File: config.mk
export PLATFORM = sky130hd
export DESIGN_NAME = rvc_asap_5pl_fpga_in
export DESIGN_NICKNAME = d
export VERILOG_FILES = /design/src/rtl/rvc_asap_5pl_fpga_in.sv
export SDC_FILE = /design/constraint.sdc
export NUM_CORES = 1
export LEC_CHECK = 0
export CORE_MARGIN = 2
export CORE_UTILIZATION = 40
export CTS_CLUSTER_DIAMETER = 150
export CTS_CLUSTER_SIZE = 16
export DETAILED_ROUTE_END_ITERATION = 8
export PLACE_DENSITY = 0.69
export RECOVER_POWER = 50
export SETUP_SLACK_MARGIN = 0.02
export SYNTH_ARGS = -nofsm -noshare
export SYNTH_HDL_FRONTEND = slang
export SYNTH_SLANG_ARGS = --single-unit
File: constraint.sdc
create_clock -name Clock -period 2.6 [get_ports Clock]
set_input_delay 0.52 -clock Clock [delete_from_list [all_inputs] [get_ports Clock]]
set_output_delay 0.52 -clock Clock [all_outputs]
set_load 0.05 [all_outputs]
File: src/rtl/rvc_asap_5pl_fpga_in.sv
// rvc_asap_5pl_fpga_in: conditions the raw board push-buttons and slide
// switches before they reach the control-register memory. Each of the 12
// channels (Button_0, Button_1, Switch[9:0]) is passed through a 2-flop
// synchronizer and then a per-bit debounce counter. The accepted level drives
// the outputs directly from flops. Buttons also get a registered one-cycle
// press pulse on each accepted 0->1 transition.
//
// Optional feature macro: RVC_ASAP_DEBOUNCE_EN. When it is defined, a channel
// accepts a new level only after the synchronized value has differed from the
// accepted level for DB_LIMIT consecutive cycles. When it is undefined, the
// counters are not built and the accepted level simply follows the
// synchronizer output one cycle later.
//
// There is no handshake. Every output is a plain level, or a one-cycle
// pulse, and is valid on every cycle after reset is released. The consumer
// may sample the outputs on any cycle.
module rvc_asap_5pl_fpga_in #(
    parameter int DB_CNT_W       = 16,
    parameter int DB_LIMIT       = 50000,
    parameter int BTN_ACTIVE_LOW = 1
) (
    input  logic       Clock,
    input  logic       Rst,
    input  logic       Button_0_raw,
    input  logic       Button_1_raw,
    input  logic [9:0] Switch_raw,
    output logic       Button_0,
    output logic       Button_1,
    output logic [9:0] Switch,
    output logic       Button_0_press,
    output logic       Button_1_press
);

    localparam int   NCH     = 12;
    localparam logic BTN_INV = (BTN_ACTIVE_LOW != 0);

    // Channel map: bit 0 = Button_0, bit 1 = Button_1, bits 11:2 = Switch[9:0].
    logic [NCH-1:0] ch_in;
    logic [NCH-1:0] s1;
    logic [NCH-1:0] s2;
    logic [NCH-1:0] stable;
    logic [NCH-1:0] stable_next;
    logic [1:0]     press;

    // DB_LIMIT must be at least 1, and DB_LIMIT-1 must fit in the counter.
    if (DB_LIMIT < 1 || 64'(DB_LIMIT) >= (64'd1 << DB_CNT_W)) begin : g_bad_cfg
        $error("rvc_asap_5pl_fpga_in: DB_LIMIT out of range for DB_CNT_W");
    end

    // Buttons are normalised so that 1 always means pressed. Switches pass through unchanged.
    assign ch_in = {Switch_raw, Button_1_raw ^ BTN_INV, Button_0_raw ^ BTN_INV};

    for (genvar i = 0; i < NCH; i++) begin : g_ch
`ifdef RVC_ASAP_DEBOUNCE_EN
        logic [DB_CNT_W-1:0] cnt;
        logic [DB_CNT_W-1:0] cnt_nxt;
        logic                lvl_nxt;

        // Count consecutive cycles of disagreement. Accept the new level when the count reaches the limit.
        always_comb begin
            lvl_nxt = stable[i];
            cnt_nxt = cnt;
            if (s2[i] == stable[i]) begin
                cnt_nxt = '0;
            end else if (cnt == DB_CNT_W'(DB_LIMIT - 1)) begin
                lvl_nxt = s2[i];
                cnt_nxt = '0;
            end else begin
                cnt_nxt = cnt + 1'b1;
            end
        end

        // Per-channel debounce counter. A reset discards any partial count.
        always_ff @(posedge Clock or posedge Rst) begin
            if (Rst) begin
                cnt <= '0;
            end else begin
                cnt <= cnt_nxt;
            end
        end

        assign stable_next[i] = lvl_nxt;
`else
        assign stable_next[i] = s2[i];
`endif
    end

    // Two-flop synchronizer and the accepted level for all channels.
    always_ff @(posedge Clock or posedge Rst) begin
        if (Rst) begin
            s1     <= '0;
            s2     <= '0;
            stable <= '0;
        end else begin
            s1     <= ch_in;
            s2     <= s1;
            stable <= stable_next;
        end
    end

    // The press pulse is registered. It rises on the same edge as the accepted button level.
    always_ff @(posedge Clock or posedge Rst) begin
        if (Rst) begin
            press <= '0;
        end else begin
            press <= stable_next[1:0] & ~stable[1:0];
        end
    end

    assign Button_0       = stable[0];
    assign Button_1       = stable[1];
    assign Switch         = stable[11:2];
    assign Button_0_press = press[0];
    assign Button_1_press = press[1];

endmodule
==> reports/results.txt <==
status = completed
Seq/Total Area, Yosys = 0.961
Global Route Usage Sum = 0.114
CTS-repair resized insts = 0
CTS H-tree depth = 2
syn_area_per_cell = 23.0 sq um
Cell variety after synth = 3
RSZ-0062 raised after global routing = false
CTS tree = done
Required @ worst endpoint = 2080 ps
Post-Syn Area = 990 sq um
TNS Setup = 0 ps
antenna viol nets, final = 0
crit path DAT = 1500 ps
Leakage = 0.614 nW
GPL Wtd Cong = 0.617
Synth Area in XOR/XNOR = 0
Hold Crit Start = s2[2]
worst hold slack = 351 ps
drt total wl = 1.15 mm
P&R area growth vs syn = 36.2%
via count = 436
setup bufs post-CTS = 0
r2r endpoint = press[0]
Slowest-stage cell, CP = clkdlybuf4s50_1
Die W = 53.7 um
fillers = 197
Buffers on Ports = 27
ant diodes = 0
largest net degree at the start of global routing = 39
Final HPWL DP = 813 um
Synth Net Count = 57
yosys warns = 0
cell family with most CP delay = buffers and inverters
flop2flop setup slack = 1990 ps
relative slew slack = 0.440
First-pass DRT Iterations = 2
Tcrit/Tclk final = 0.778
Setup CP Type = register to output port
placed inst area = 1310 sq um
drc violations = 0
final clock skew = 4.96 ps
Synth Area in Compound Gates = 0
Clock transition at path regs = 90 ps
grt total ovfl = 0
core area = 2410 sq um
# rows = 18
Die Span Y = 53.7 um
HP Class = register to register
Root Buffer = clkbuf_4
non-filler instance count after layout = 109
most common cell after layout, fill and taps aside = dfrtp_1
die footprint = 2890 sq um
CP startpoint kind = register
hold buffer count at CTS = 0
Adder-Cell Fraction of Synth Area = 0
worst hold path endpoint = stable[2]
dpl ws = 873 ps
worst path cell trace = clkdlybuf4s50_1
final setup fails = 0
design area = 1350 sq um
Simple-Gate Fraction of Synth Area = 0.0278
worst vdd ir = 580 uV
Vias per Instance = 4.00
CP max stage delay = 810 ps
Worst Tran Pin Value = 840 ps
most frequent cells in the layout = dfrtp_1, clkdlybuf4s50_1, dlygate4sd3_1
Layout Nets = 92
vias in the first global route = 449
mean routed wirelength per cell = 10.5 um
Buf/Inv on CP = 1
flops & latches, synth = 38
multi-input logic area = 12.5 sq um
initial antenna violation count = 0
Post-Place Cells = 101
Initial Utilization = 0.411
worst skew pair latency = 320 ps
Final min period = 2020 ps
post-synthesis mux area share = 0
FF+latch area = 951 sq um
Max-Cap Viols = 0
global-route wire length before repair = 1.97 mm
Clock Sink Count = 38
Max Freq = 0.495 GHz
layout cell share with drive strength beyond 1 = 0.101
combinational family with the most area after synthesis = simple AND/OR/NAND/NOR gates
setup slack after layout = 578 ps
PD cells = 749 nW/um^2
Pins Over Slew Limit = 0
DRT iter0 DRCs = 2
Critical Path End Type = output port
Reg2Reg Depth = 1
Max clock buf depth = 2
hold depth = 0
final hold vios = 0
CTS Buf Count = 5
Syn Inst Count = 43
peak fanout along the critical path = 2
r2r startpoint = s2[0]
Ports = 28
[synth_stat cells]
master	count	area share
dfrtp_1	38	0.96
inv_1	3	0.011
nor2b_4	2	0.028
[worst max path at each step]
| stage | from | endpoint | cells past startpoint |
|---|---|---|---|
| 2_1_floorplan | Rst | press[0] | 1 |
| 3_3_place_gp | stable[1] | Button_1 | 1 |
| 3_5_place_dp | stable[1] | Button_1 | 1 |
| 4_1_cts | stable[1] | Button_1 | 1 |
| 5_1_grt | stable[1] | Button_1 | 1 |
| 6_report | stable[1] | Button_1 | 1 |
[stage by stage]
step / power (mW) / util
final: 1.01 / 0.559
after global routing: 1.07 / 0.559
after CTS: 1.04 / 0.566
after detailed placement: 0.740 / 0.542
after global placement: 0.737 / 0.542
after floorplan: 0.691 / -
[registers in the layout, indices dropped and copies added, names as in the netlist]
signal  flops
press       2
s1         12
s2         12
stable     12
[metal layers]
| metal | up-vias | routed length (um) | track usage |
|---|---|---|---|
| met3 | 6 | 103 | 0.0667 |
| li1 | 197 | - | - |
| met1 | 217 | 392 | 0.105 |
| met4 | 0 | 48 | 0.103 |
| met2 | 16 | 603 | 0.173 |
| met5 | - | 0 | 0 |
[where the power goes]
group	leakage [nW]	internal, mW	switching (mW)	total, mW
logic	0.133	0.0327	0.0581	0.0908
registers	0.445	0.620	0.00799	0.628
clock network	0.0353	0.131	0.160	0.291
total	0.614	0.784	0.226	1.01
[logic make-up after synthesis]
kind of cell | after synthesis
buffers and inverters | 3
and+or+nand+nor | 2
DFF | 38
[area by class of cell]
type,instances,share of cell area
clock inverter,1,0.00371
inverter,3,0.00836
tap,30,0.0279
clock buffer,7,0.0409
multi-input combinational,2,0.00929
sequential,38,0.706
timing repair buffer,28,0.204
(Power assumes the default switching activity.)
